### config.mk
export PLATFORM = sky130hd
export DESIGN_NAME = zone_alarm_fsm
export DESIGN_NICKNAME = d
export VERILOG_FILES = /design/src/rtl/zone_alarm_pkg.sv /design/src/rtl/dwell_counter.sv /design/src/rtl/zone_alarm_fsm.sv
export SDC_FILE = /design/constraint.sdc
export NUM_CORES = 1
export LEC_CHECK = 0
export CAP_MARGIN = 20
export CORE_AREA = 2 2 44 46
export CTS_CLUSTER_DIAMETER = 200
export DETAILED_ROUTE_END_ITERATION = 7
export DIE_AREA = 0 0 46 48
export PLACE_DENSITY = 0.82
export SLEW_MARGIN = 25
export SYNTH_ARGS = -nofsm -noshare
export SYNTH_HDL_FRONTEND = slang
export SYNTH_SLANG_ARGS = --single-unit
### constraint.sdc
create_clock -name iCLK -period 4.3 [get_ports iCLK]
set_input_delay 0.43 -clock iCLK [delete_from_list [all_inputs] [get_ports iCLK]]
set_output_delay 0.43 -clock iCLK [all_outputs]
set_load 0.02 [all_outputs]
### src/rtl/zone_alarm_pkg.sv
// Shared types and helpers for the zone alarm controller.
package zone_alarm_pkg;

    localparam int unsigned STATE_W = 3;

    typedef enum logic [STATE_W-1:0] {
        DISARMED    = 3'd0,
        ARM_PENDING = 3'd1,
        ARMED       = 3'd2,
        TRIGGERED   = 3'd3,
        PANIC       = 3'd4
    } state_e;

    // Bits needed to hold 0..ticks-1, never less than one.
    function automatic int unsigned cnt_width(input int unsigned ticks);
        return (ticks <= 1) ? 1 : $clog2(ticks);
    endfunction

endpackage

### src/rtl/dwell_counter.sv
// Single dwell counter shared by the exit-delay and alarm-hold states.
module dwell_counter
    import zone_alarm_pkg::*;
#(
    parameter int unsigned ARM_TC  = 50,
    parameter int unsigned HOLD_TC = 100
) (
    input  logic iCLK,
    input  logic iRST,
    input  logic clear,
    input  logic enable,
    input  logic use_hold,
    output logic expired
);

    localparam int unsigned MAX_TC = (ARM_TC > HOLD_TC) ? ARM_TC : HOLD_TC;
    localparam int unsigned CNT_W  = cnt_width(MAX_TC);

    logic [CNT_W-1:0] cnt_q;
    logic [CNT_W-1:0] term_c;

    assign term_c  = use_hold ? CNT_W'(HOLD_TC - 1) : CNT_W'(ARM_TC - 1);
    assign expired = enable && (cnt_q == term_c);

    // Wraps on expiry so an unhandled terminal count cannot overflow.
    always_ff @(posedge iCLK) begin
        if (iRST || clear) begin
            cnt_q <= '0;
        end else if (enable) begin
            cnt_q <= expired ? '0 : cnt_q + CNT_W'(1);
        end
    end

endmodule

### src/rtl/zone_alarm_fsm.sv
// Zone alarm controller: arm/disarm, exit delay, zone trigger and panic.
// Define ZONE_BYPASS_EN to add the zone_bypass input.
module zone_alarm_fsm
    import zone_alarm_pkg::*;
#(
    parameter int unsigned NUM_ZONES        = 3,
    parameter int unsigned ARM_DELAY_TICKS  = 50,
    parameter int unsigned ALARM_HOLD_TICKS = 100
) (
    input  logic                 iCLK,
    input  logic                 iRST,
    input  logic                 panic_key,
    input  logic                 arm_key,
    input  logic [NUM_ZONES-1:0] zone_sensor,
`ifdef ZONE_BYPASS_EN
    input  logic [NUM_ZONES-1:0] zone_bypass,
`endif
    output logic [STATE_W-1:0]   state,
    output logic                 alarm,
    output logic [NUM_ZONES-1:0] zone_latched
);

    state_e               state_q, state_nxt;
    logic                 ret_q, ret_nxt;
    logic [NUM_ZONES-1:0] latch_nxt;
    logic [NUM_ZONES-1:0] active;
    logic                 alarm_nxt;
    logic                 restart;
    logic                 expired;
    logic                 cnt_en;
    logic                 use_hold;

`ifdef ZONE_BYPASS_EN
    assign active = zone_sensor & ~zone_bypass;
`else
    assign active = zone_sensor;
`endif

    assign use_hold = (state_q == TRIGGERED) || (state_q == PANIC);
    assign cnt_en   = use_hold || (state_q == ARM_PENDING);

    dwell_counter #(
        .ARM_TC  (ARM_DELAY_TICKS),
        .HOLD_TC (ALARM_HOLD_TICKS)
    ) u_dwell (
        .iCLK     (iCLK),
        .iRST     (iRST),
        .clear    (restart || (state_nxt != state_q)),
        .enable   (cnt_en),
        .use_hold (use_hold),
        .expired  (expired)
    );

    // State and registered outputs.
    always_ff @(posedge iCLK) begin
        if (iRST) begin
            state_q      <= DISARMED;
            ret_q        <= 1'b0;
            alarm        <= 1'b0;
            zone_latched <= '0;
        end else begin
            state_q      <= state_nxt;
            ret_q        <= ret_nxt;
            alarm        <= alarm_nxt;
            zone_latched <= latch_nxt;
        end
    end

    // Next state; panic beats arm, arm beats expiry, expiry beats zones.
    always_comb begin
        state_nxt = state_q;
        ret_nxt   = ret_q;
        latch_nxt = zone_latched;
        restart   = 1'b0;
        case (state_q)
            DISARMED: begin
                if (panic_key) begin
                    state_nxt = PANIC;
                    ret_nxt   = 1'b0;
                end else if (arm_key) begin
                    state_nxt = ARM_PENDING;
                end
            end
            ARM_PENDING: begin
                if (panic_key) begin
                    state_nxt = PANIC;
                    ret_nxt   = 1'b0;
                end else if (arm_key) begin
                    state_nxt = DISARMED;
                end else if (expired) begin
                    state_nxt = ARMED;
                end
            end
            ARMED: begin
                if (panic_key) begin
                    state_nxt = PANIC;
                    ret_nxt   = 1'b1;
                end else if (arm_key) begin
                    state_nxt = DISARMED;
                end else if (|active) begin
                    state_nxt = TRIGGERED;
                    latch_nxt = zone_latched | active;
                end
            end
            TRIGGERED: begin
                latch_nxt = zone_latched | active;
                if (panic_key) begin
                    state_nxt = PANIC;
                    ret_nxt   = 1'b1;
                end else if (arm_key) begin
                    state_nxt = DISARMED;
                end else if (expired) begin
                    if (|active) begin
                        restart = 1'b1;
                    end else begin
                        state_nxt = ARMED;
                    end
                end
            end
            PANIC: begin
                if (panic_key) begin
                    restart = 1'b1;
                end else if (arm_key) begin
                    state_nxt = DISARMED;
                end else if (expired) begin
                    state_nxt = ret_q ? ARMED : DISARMED;
                end
            end
            default: state_nxt = DISARMED;
        endcase
        if (state_nxt == DISARMED) begin
            latch_nxt = '0;
        end
    end

    // Output decode from the upcoming state.
    always_comb begin
        alarm_nxt = (state_nxt == TRIGGERED) || (state_nxt == PANIC);
    end

    assign state = state_q;

endmodule

==> results.md, run 1 <==
* Status: complete, no violations
* Total Nets Final at between 100 and 150
* Mapped Avg Cell Area at about 8.1 um^2
* Commonest non-fill, non-tap cell in the layout: nor2_1
* Pre-CTS worst setup slack at approximately 1900 ps
* Arrival time worst endpoint at about 2300 ps
* Ports at 14
* Placeable core area at 1690 um^2
* Worst skew pair latency at about 280 ps
* # hold bufs at CTS at 0
* CTS tree: yes
* Final setup TNS at 0 ps
* CTS-repair resized insts at 0
* RSZ-0062 raised after global routing: no
* Logic pwr share at ~14%
* Power Dens Cells at between 200 and 300 nW/um^2
* Setup crit end kind: flip-flop
* Die X at 46 um
* Worst Max-Slew Pin Slew at approximately 430 ps
* Num rows at 15
* Finish-stage setup viols at 0
* Ys Warns at 0
* Post-route setup slack at 2170 ps
* Tmin final at approximately 2100 ps
* Req. time, crit path at 4450 ps
* DRC at 0
* Drt total wl at approximately 1800 um
* Tot GR Track Use at 18.3%
* Switching fraction of total power at 25.8%
* Post-CTS Setup Bufs at 0
* Largest net degree at the start of global routing at 12
* Share of cells above drive strength 1 at 8.70%
* Skew final at 11.1 ps
* Sequential area share after synthesis at ~36%
* Clock network power share at between 30 and 40%
* Syn Inst Count at 102
* DIE AREA at about 2200 um^2
* Worst setup SP type: input pin
* Initial antenna violation count at 0
* PnR Total Power at 0.259 mW
* Syn Std Cell Area at approximately 830 um^2
* Slew Viols, Final at 0
* Internal at a little under 0.2 mW
* Die H at between 40 and 50 um
* Worst min path class: reg -> reg
* CTS Buf Count at 3
* H-tree depth at 1
* Vias in the first global route at 701
* Final worst-path cycle share at about 50%
* Share of power burned in registers at between 50% and 60%
* Synth cell types at 34
* Vias at 760
* IO Port Bufs at 13
* Max_slew headroom at 71.0%
* Via density at 5.76
* Final Hold Fails at 0
* Drt first-iter violations at 13
* N_diodes at 0
* Dpl hpwl at 1310 um
* DRT Pass-1 Iters at 4
* Final ANT Viol Nets at 0
* #FFs+latches synth at 15
* # Max-Cap Violations at 0
* Starting Density at 49.0%
* Clock buffer depth at 2
* Worst-path fanout max at 10
* GP Congestion at roughly 0.96
* Average wire per standard cell at about 13 um
* Sink Count at 15
* Most frequent cells in the layout: nor2_1, dfxtp_1, clkdlybuf4s50_1
* Layout area overhead at 18.4%
* Post-Syn Nets at 110
* CP Class: in -> reg
* Fmax at roughly 470 MHz
* Sw Pwr at 0.0670 mW
* First-pass GRT wire length at approximately 2800 um
* Clock transition at path regs at about 100 ps
* CTS Root Cell: clkbuf_4
* GRT Residual Overflow at 0
* Leak pwr at around 0.31 nW
* Max VDD drop at roughly 0.00015 V
-- flip-flops by register name (all words and copies together) (netlist names) --
signal         cells
alarm              1
ret_q              1
state              3
u_dwell.cnt_q      7
zone_latched       3
-- final timing paths --
| path | startpoint | to | slack, ps | cells after the start |
|---|---|---|---|---|
| max | arm_key | u_dwell.cnt_q[3] | 2170 | 6 |
| min | ret_q | ret_q | 490 | 2 |
| max reg2reg | u_dwell.cnt_q[1] | u_dwell.cnt_q[3] | 2330 | 5 |
| min reg2reg | ret_q | ret_q | 490 | 2 |
-- routing by layer --
| layer | vias up | routed length, um | global-route usage (%) |
|---|---|---|---|
| met5 | - | 0 | 0 |
| met4 | 0 | 19 | 9.71 |
| met3 | 2 | 75 | 3.40 |
| met2 | 14 | 850 | 27.8 |
| met1 | 357 | 805 | 24.5 |
| li1 | 387 | - | - |
-- through the flow --
stage | cells | utilization, % | area [um^2] | hold slack [ps]
floorplan | 102 | - | 828 | 449
global placement | 128 | 56.4 | 953 | 470
detailed placement | 128 | 56.4 | 953 | 485
CTS | 132 | 58.1 | 981 | 500
global route | 132 | 58.1 | 981 | 529
finish | 132 | 58.1 | 981 | 492
-- critical path, stage by stage --
cell	delay (ps)
clkdlybuf4s50_1	650
nor2b_1	110
a222oi_1	310
o32a_2	260
mux2i_2	440
nor2_1	90
-- area by class of cell --
type | instances | area [um^2]
Fill cell | 159 | 708
Multi-Input combinational cell | 79 | 487
Sequential cell | 15 | 300
Timing Repair Buffer | 13 | 130
Clock buffer | 3 | 22.5
Tap cell | 17 | 21.3
Inverter | 4 | 15.0
Clock inverter | 1 | 5.00
-- synthesized netlist by cell type, drive strengths merged --
| master | number | area share [%] |
|---|---|---|
| nand2 | 6 | 2.7 |
| and3 | 1 | 1.4 |
| nor2b | 3 | 2.3 |
| o21a | 1 | 0.91 |
| mux2i | 1 | 1.7 |
| a211o | 1 | 1.1 |
| xor2 | 2 | 2.1 |
| and3b | 1 | 1.1 |
| nand3 | 3 | 1.8 |
| clkbuf | 1 | 0.45 |
| o32a | 1 | 1.4 |
| or3b | 5 | 5.3 |
| inv | 4 | 1.8 |
| a211oi | 1 | 0.91 |
| ha | 1 | 1.5 |
| a222oi | 1 | 1.2 |
| xnor2 | 4 | 4.2 |
| or3 | 1 | 0.76 |
| nor2 | 18 | 8.2 |
| nor3 | 6 | 3.6 |
| nand4b | 2 | 2.1 |
| nand4 | 2 | 1.5 |
| nand2b | 3 | 2.3 |
| dfxtp | 15 | 36 |
| a21oi | 7 | 4.2 |
| o21ai | 3 | 1.8 |
| o2bb2ai | 1 | 1.1 |
| a311oi | 1 | 1.1 |
| nor4 | 2 | 1.5 |
| or4b | 1 | 1.2 |
| buf | 3 | 2.7 |
-- power by group through the flow --
| stage | Combinational [mW] | Sequential (mW) | Clock, mW |
|---|---|---|---|
| after floorplan | 0.0209 | 0.148 | 0 |
| after global placement | 0.0338 | 0.148 | 0 |
| after detailed placement | 0.0350 | 0.148 | 0 |
| after CTS | 0.0352 | 0.145 | 0.0821 |
| after global routing | 0.0386 | 0.145 | 0.0888 |
| final | 0.0353 | 0.145 | 0.0792 |
-- cell families after synthesis --
logic type	count (synthesis)	synth area share [%]
AOI/OAI and AO/OA	17	13.6
xor gates and xnor gates	6	6.34
adders and majority gates	1	1.51
buffers and inverters	8	4.98
DFF	15	36.3
muxes	1	1.66
and+or+nand+nor	54	35.7
Power figures use the tool's default switching activity.
==> inputs of run 2 (changes only) <==
--- a/config.mk
+++ b/config.mk
@@ -6,11 +6,11 @@
 export NUM_CORES = 1
 export LEC_CHECK = 0
 export CAP_MARGIN = 20
-export CORE_AREA = 2 2 44 46
+export CORE_AREA = 2 2 46 48
 export CTS_CLUSTER_DIAMETER = 200
 export DETAILED_ROUTE_END_ITERATION = 7
-export DIE_AREA = 0 0 46 48
-export PLACE_DENSITY = 0.82
+export DIE_AREA = 0 0 48 50
+export PLACE_DENSITY = 0.79
 export SLEW_MARGIN = 25
 export SYNTH_ARGS = -nofsm -noshare
 export SYNTH_HDL_FRONTEND = slang
==> constraint.sdc (replaced) <==
create_clock -name iCLK -period 1.7 [get_ports iCLK]
set_input_delay 0.17 -clock iCLK [delete_from_list [all_inputs] [get_ports iCLK]]
set_output_delay 0.17 -clock iCLK [all_outputs]
set_load 0.02 [all_outputs]
==> run 2 against run 1 <==
The flow now finishes with violations (negative setup slack). Sequential power increased by 150%. Clock-buffer cell count unchanged. Non-clock buffer count is 25 higher. First-iteration DRC count increased to 2.5 times the previous value. Final cell count up 27%. Register-to-register slack worse by 2400 ps.
==> results.md, run 2 (synthesis gave the netlist of run 1 again) <==
* Starting Density at 43.6% (-5.5 points)
* H-tree depth at 1 (unchanged)
* Setup crit end kind: flip-flop
* # hold bufs at CTS at 0 (unchanged)
* DIE AREA at 2400 um^2 (+8.7%)
* PnR Total Power at 0.702 mW (+170%)
* Ports at 14 (unchanged)
* Placed cell areas at 1160 um^2 (+21%)
* Via density at 5.40 (-6.3%)
* IO Port Bufs at 13 (unchanged)
* Failing checks: negative setup slack
* Largest net degree at the start of global routing at 10 (-2)
* Max reg flops at 7 (unchanged)
* Post-route insts no fill at 167 (+27%)
* Vias at 901 (+19%)
* CP max stage cell: clkdlybuf4s50_1
* CP Class: in -> reg
* Die H at 50 um (+4.2%)
* Worst Max-Slew Pin Slew at 445 ps (+18.9 ps)
* Met3 global-route usage at 4.40% (+1.0 points)
* Final setup TNS at -1220 ps (-1220 ps)
* Commonest non-fill, non-tap cell in the layout: buf_4
* Share of cells above drive strength 1 at 34.3% (+26 points)
* Levels on crit path at 6 (unchanged)
* Layer with the highest usage: met2
* Hold slack at 395 ps (-97.0 ps)
* Placed cell count at 162 (+27%)
* Worst-path fanout max at 7 (-3)
* Worst skew pair latency at 290 ps (about the same)
* Clock buffer depth at 2 (unchanged)
* Slew Viols, Final at 0 (unchanged)
* Placeable core area at 1900 um^2 (+13%)
* Arrival time worst endpoint at 2020 ps (-260 ps)
* Max_slew headroom at 70.3% (-0.70 points)
* Worst min path class: in -> reg
* Num rows at 16 (+1)
* Capture point of the worst path: u_dwell.cnt_q[4]
* Skew final at 11.6 ps (+0.407 ps)
* Die X at 48 um (+4.3%)
* Final Hold Fails at 0 (unchanged)
* Worst-case reg-to-reg path depth at 6 (+1)
* Clock transition at path regs at 100 ps (about the same)
* Reg2reg start: state[1]
* Final worst-path cycle share at 109%
* # Max-Cap Violations at 0 (unchanged)
* Critical path buffers and inverters at 1 (unchanged)
* Finish-stage setup viols at 10 (+10)
* CTS Root Cell: clkbuf_4
* Crit-path leading delay family: compound AO/OA/AOI/OAI gates
* Setup crit start: zone_sensor[1]
* Req. time, crit path at 1870 ps (-2580 ps)
* Total Nets Final at 149 (+20%)
* Slowest stage delay, CP at 430 ps (-220 ps)
* Average wire per standard cell at 14.5 um (+9.1%)
* Sink Count at 15 (unchanged)
* Vias in the first global route at 871 (+24%)
* Status: finished, violations left
* Final ANT Viol Nets at 0 (unchanged)
* Max VDD drop at 0.000573 V (+290%)
* Drt first-iter violations at 33 (+20)
* Drt total wl at 2420 um (+38%)
* Fmax at 541 MHz
* GP Congestion at 0.942 (-1.9%)
* First-pass GRT wire length at 3590 um (+26%)
* Tmin final at between 1500 and 2000 ps
* Dpl hpwl at 1670 um (+27%)
* R2R Setup Slk at -110 ps (-2440 ps)
* DRT Pass-1 Iters at 4 (unchanged)
* Initial antenna violation count at 0 (unchanged)
* Tot GR Track Use at 21.3% (+3.0 points)
* N_diodes at 0 (unchanged)
* R2r endpoint: u_dwell.cnt_q[4]
* CP Cell Sequence: clkdlybuf4s50_1 > or3_4 > a222oi_1 > o32a_4 > mux2i_4 > nor2_1
* Layout area overhead at 51.5%
* Most frequent cells in the layout: buf_4, nor2_1, dfxtp_1, clkdlybuf4s50_1
* Top reg by flops: u_dwell.cnt_q
* DRC at 0 (unchanged)
* Leak pwr at 0.459 nW (+47%)
* Worst setup SP type: input pin
* GRT Residual Overflow at 0 (unchanged)
* Power Dens Cells at 560 nW/um^2 (+110%)
* Met2 usage at 33.6% (+5.8 points)
* Post-route setup slack at -148 ps (-2320 ps)
* Design Area, Final at 1250 um^2 (+28%)
* GR Layer Usage met1 at 25.8% (+1.3 points)
* CTS tree: yes
* RSZ-0062 raised after global routing: yes
* CTS Buf Count at 3 (unchanged)
run 2: worst min-delay path by stage:
stage,from,endpoint,slack [ps],depth (start not counted)
2_1_floorplan,panic_key,ret_q,330,2
3_3_place_gp,ret_q,ret_q,470,2
5_1_grt,zone_sensor[0],zone_latched[0],440,4
4_1_cts,zone_sensor[2],zone_latched[2],420,4
3_5_place_dp,ret_q,ret_q,490,2
6_report,zone_sensor[0],zone_latched[0],400,4
run 2: cell type report:
cell class / count / area, um^2
multi-input combinational: 79 / 556
timing repair buffer: 38 / 315
clock buffer: 3 / 22.5
fill: 159 / 647
sequential: 15 / 308
inverter: 4 / 15.0
clock inverter: 1 / 5.00
tap: 27 / 33.8
run 2: timing repair:
item | 4_1_cts | 5_1_grt
setup buffers | 1 | 0
resized for setup | 9 | 7
setup endpoints to repair | 7 | 12
pin swaps | 8 | 3
run 2: per-stage QoR:
stage          utilization [%]  setup slack [ps]
6_report                  66.0              -148
3_3_place_gp              60.9              -308
3_5_place_dp              60.9              -415
2_1_floorplan                -             -22.3
5_1_grt                   66.0              -182
4_1_cts                   64.4             -45.2
run 2: report_power, final:
group          internal (mW)  switching (mW)  leakage (nW)  total, mW
combinational         0.0703          0.0647         0.317      0.135
sequential             0.356         0.00617         0.124      0.362
clock                 0.0874           0.118        0.0177      0.205
total                  0.514           0.189         0.459      0.702
run 2: worst min-delay path: cells and delay by family:
family | cells | cell delay (ps)
compound gates | 1 | 60
buf+inv | 2 | 320
simple gates | 1 | 100
run 2: routing by layer:
| metal | up-vias | part of all wire, % |
|---|---|---|
| li1 | 435 | - |
| met1 | 427 | 43 |
| met2 | 29 | 49 |
| met3 | 10 | 3.2 |
| met4 | 0 | 4.3 |
| met5 | - | 0 |
==> inputs of run 3 (changes only) <==
--- a/config.mk
+++ b/config.mk
@@ -6,11 +6,12 @@
 export NUM_CORES = 1
 export LEC_CHECK = 0
 export CAP_MARGIN = 20
-export CORE_AREA = 2 2 46 48
+export CORE_AREA = 2 2 43 45
 export CTS_CLUSTER_DIAMETER = 200
 export DETAILED_ROUTE_END_ITERATION = 7
-export DIE_AREA = 0 0 48 50
-export PLACE_DENSITY = 0.79
+export DIE_AREA = 0 0 45 47
+export GPL_TIMING_DRIVEN = 0
+export PLACE_DENSITY = 0.86
 export SLEW_MARGIN = 25
 export SYNTH_ARGS = -nofsm -noshare
 export SYNTH_HDL_FRONTEND = slang
==> constraint.sdc (replaced) <==
create_clock -name iCLK -period 2.4 [get_ports iCLK]
set_input_delay 0.24 -clock iCLK [delete_from_list [all_inputs] [get_ports iCLK]]
set_output_delay 0.24 -clock iCLK [all_outputs]
set_load 0.02 [all_outputs]
==> run 3 against run 2 <==
The flow now finishes without violations. Register-to-register slack improved by 530 ps. Combinational power fell by 52%. Utilization down 6.2 points. Clock skew fell by 5.7 ps. Largest power group unchanged. Sequential share of layout area is 5.9 points higher.
==> results.md, run 3 (synthesis gave the netlist of run 1 again) <==
* Status: complete, no violations
* Critical path buffers and inverters at 1 (unchanged)
* Drt total wl at 1780 um (-26%)
* Pre-CTS worst setup slack at 165 ps (+580 ps)
* DRC at 0 (unchanged)
* Sw Pwr at 0.124 mW (-34%)
* Hold Path Depth at 2 (-2)
* Placeable core area at 1650 um^2 (-13%)
* R2r endpoint: u_dwell.cnt_q[4]
* R2R Setup Slk at 420 ps (+530 ps)
* Num rows at 15 (-1)
* Placed cell areas at 960 um^2 (-17%)
* DRT Pass-1 Iters at 4 (unchanged)
* First-pass GRT wire length at 2920 um (-19%)
* Starting Density at 50.2% (+6.6 points)
* Layout area overhead at 19.2%
* N_diodes at 0 (unchanged)
* Logic pwr share at 13.7% (-5.5 points)
* Most frequent cells in the layout: nor2_1, dfxtp_1, clkdlybuf4s50_1
* Design Area, Final at 987 um^2 (-21%)
* CTS-repair resized insts at 0 (-9)
* Vias in the first global route at 680 (-22%)
* Clock transition at path regs at 90 ps (about the same)
* CP Class: reg -> reg
* CTS Buf Count at 3 (unchanged)
* Final ANT Viol Nets at 0 (unchanged)
* # hold bufs at CTS at 0 (unchanged)
* Commonest non-fill, non-tap cell in the layout: nor2_1
* Final Hold Fails at 0 (unchanged)
* DIE AREA at 2120 um^2 (-12%)
* CTS tree: yes
* Post-layout util at 59.8% (-6.2 points)
* Post-route setup slack at 417 ps (+565 ps)
* Slowest stage delay, CP at 460 ps (+30 ps)
* Req. time, crit path at 2570 ps (+700 ps)
* H-tree depth at 1 (unchanged)
* Worst setup SP type: flip-flop
* Worst Max-Slew Pin Slew at 409 ps (-36.4 ps)
* Tot GR Track Use at 19.4% (-1.9 points)
* GRT Residual Overflow at 0 (unchanged)
* Share of cells above drive strength 1 at 10.3% (-24 points)
* Power Dens Cells at 474 nW/um^2 (-15%)
* Worst-path fanout max at 9 (+2)
* Worst skew pair latency at 290 ps (about the same)
* Max VDD drop at 0.000392 V (-32%)
* Sink Count at 15 (unchanged)
* Tmin final at 1980 ps
* Arrival time worst endpoint at 2160 ps (+140 ps)
* Share of power burned in registers at 54.9% (+3.4 points)
* Slew Viols, Final at 0 (unchanged)
* Post-CTS Setup Bufs at 0 (-1)
* Vias at 768 (-15%)
* Die H at 47 um (-6.0%)
* # Max-Cap Violations at 0 (unchanged)
* Max reg flops at 7 (unchanged)
* Initial antenna violation count at 0 (unchanged)
* Switching fraction of total power at 26.5% (-0.37 points)
* Hold slack at 304 ps (-91.4 ps)
* Min-delay src: iRST
* Setup crit end kind: flip-flop
* Final worst-path cycle share at 82.6%
* Fmax at 504 MHz
* RSZ-0062 raised after global routing: no
* IO Port Bufs at 11 (-2)
* CP max stage cell: or4b_1
* Clock buffer depth at 2 (unchanged)
* Average wire per standard cell at 13.3 um (-8.2%)
* Leak pwr at 0.317 nW (-31%)
* CTS Root Cell: clkbuf_4
* Worst min path class: in -> reg
* Fillers at 151 (-5.0%)
* Internal at 0.344 mW (-33%)
* GP Congestion at 0.871 (-7.5%)
* Crit-path leading delay family: simple AND/OR/NAND/NOR gates
* Reg2reg start: state[1]
* Finish-stage setup viols at 0 (-10)
* Worst-case reg-to-reg path depth at 6 (unchanged)
* Die X at 45 um (-6.3%)
* Dpl hpwl at 1330 um (-21%)
* Skew final at 5.86 ps (-5.69 ps)
* Clock network power share at 31.3% (+2.1 points)
* Worst hold endpoint: state[2]
* Final setup TNS at 0 ps (+1220 ps)
* CP Cell Sequence: buf_6 > or4b_1 > a21oi_1 > o32a_2 > mux2i_2 > nor2_1
* Max_slew headroom at 72.2% (+1.9 points)
* Drt first-iter violations at 17 (-48%)
* Top reg by flops: u_dwell.cnt_q
* Largest net degree at the start of global routing at 11 (+1)
* Total Nets Final at 126 (-15%)
* Ports at 14 (unchanged)
* Via density at 5.73 (+6.2%)
[run 3: cell count changes in the layout (fill, tap and decap cells not counted), moves of 2 or more]
| cell | change |
|---|---|
| nor4_2 | -2 |
| dfxtp_2 | -3 |
| dfxtp_1 | +4 |
| buf_4 | -24 |
| nor4_1 | +2 |
| dlygate4sd2_1 | -2 |
[run 3: how the worst max path moves through the flow]
stage	cells past startpoint	endpoint	start
after detailed placement	6	u_dwell.cnt_q[4]	zone_sensor[1]
after floorplan	6	u_dwell.cnt_q[0]	state[1]
final	6	u_dwell.cnt_q[4]	state[1]
after global placement	6	u_dwell.cnt_q[5]	zone_sensor[1]
after global routing	5	u_dwell.cnt_q[5]	u_dwell.cnt_q[1]
after CTS	6	u_dwell.cnt_q[4]	state[1]
[run 3: final cells by class]
cell class                 count  area, um^2  area share (%)
buffer                         4        26.3            2.66
clock buffer                   3        22.5            2.28
clock inverter                 1        5.00           0.507
inverter                       4        15.0            1.52
multi-input combinational     79         487            49.3
sequential                    15         300            30.4
tap                           17        21.3            2.15
timing repair buffer          11         110            11.2
[run 3: power groups by stage]
stage | registers [mW] | logic, mW | clock network (mW)
final | 0.257 | 0.0643 | 0.147
after global routing | 0.258 | 0.0705 | 0.157
after CTS | 0.257 | 0.0643 | 0.150
after detailed placement | 0.263 | 0.0637 | 0
after global placement | 0.263 | 0.0620 | 0
after floorplan | 0.266 | 0.0375 | 0
[run 3: metal layers]
metal  wire length, um  vias to the layer above  part of all wire (%)  GRT usage, %
met5                 0                        -                     0             0
met4                44                        0                   2.5          12.4
met3                71                        5                   4.0          2.69
met2               847                       18                    48          31.7
met1               817                      349                    46          24.0
li1                  -                      396                     -             -
[run 3: through the flow]
step | power, mW | cells
2_1_floorplan | 0.303 | 102
3_3_place_gp | 0.325 | 130
3_5_place_dp | 0.327 | 130
4_1_cts | 0.471 | 134
5_1_grt | 0.486 | 134
6_report | 0.468 | 134
[run 3: worst register-to-register path: stages, from the launching register on]
cell and delay, ps:
dfxtp_1 330, buf_6 140, or4b_1 460, a21oi_1 180
o32a_2 230, mux2i_2 420, nor2_1 110
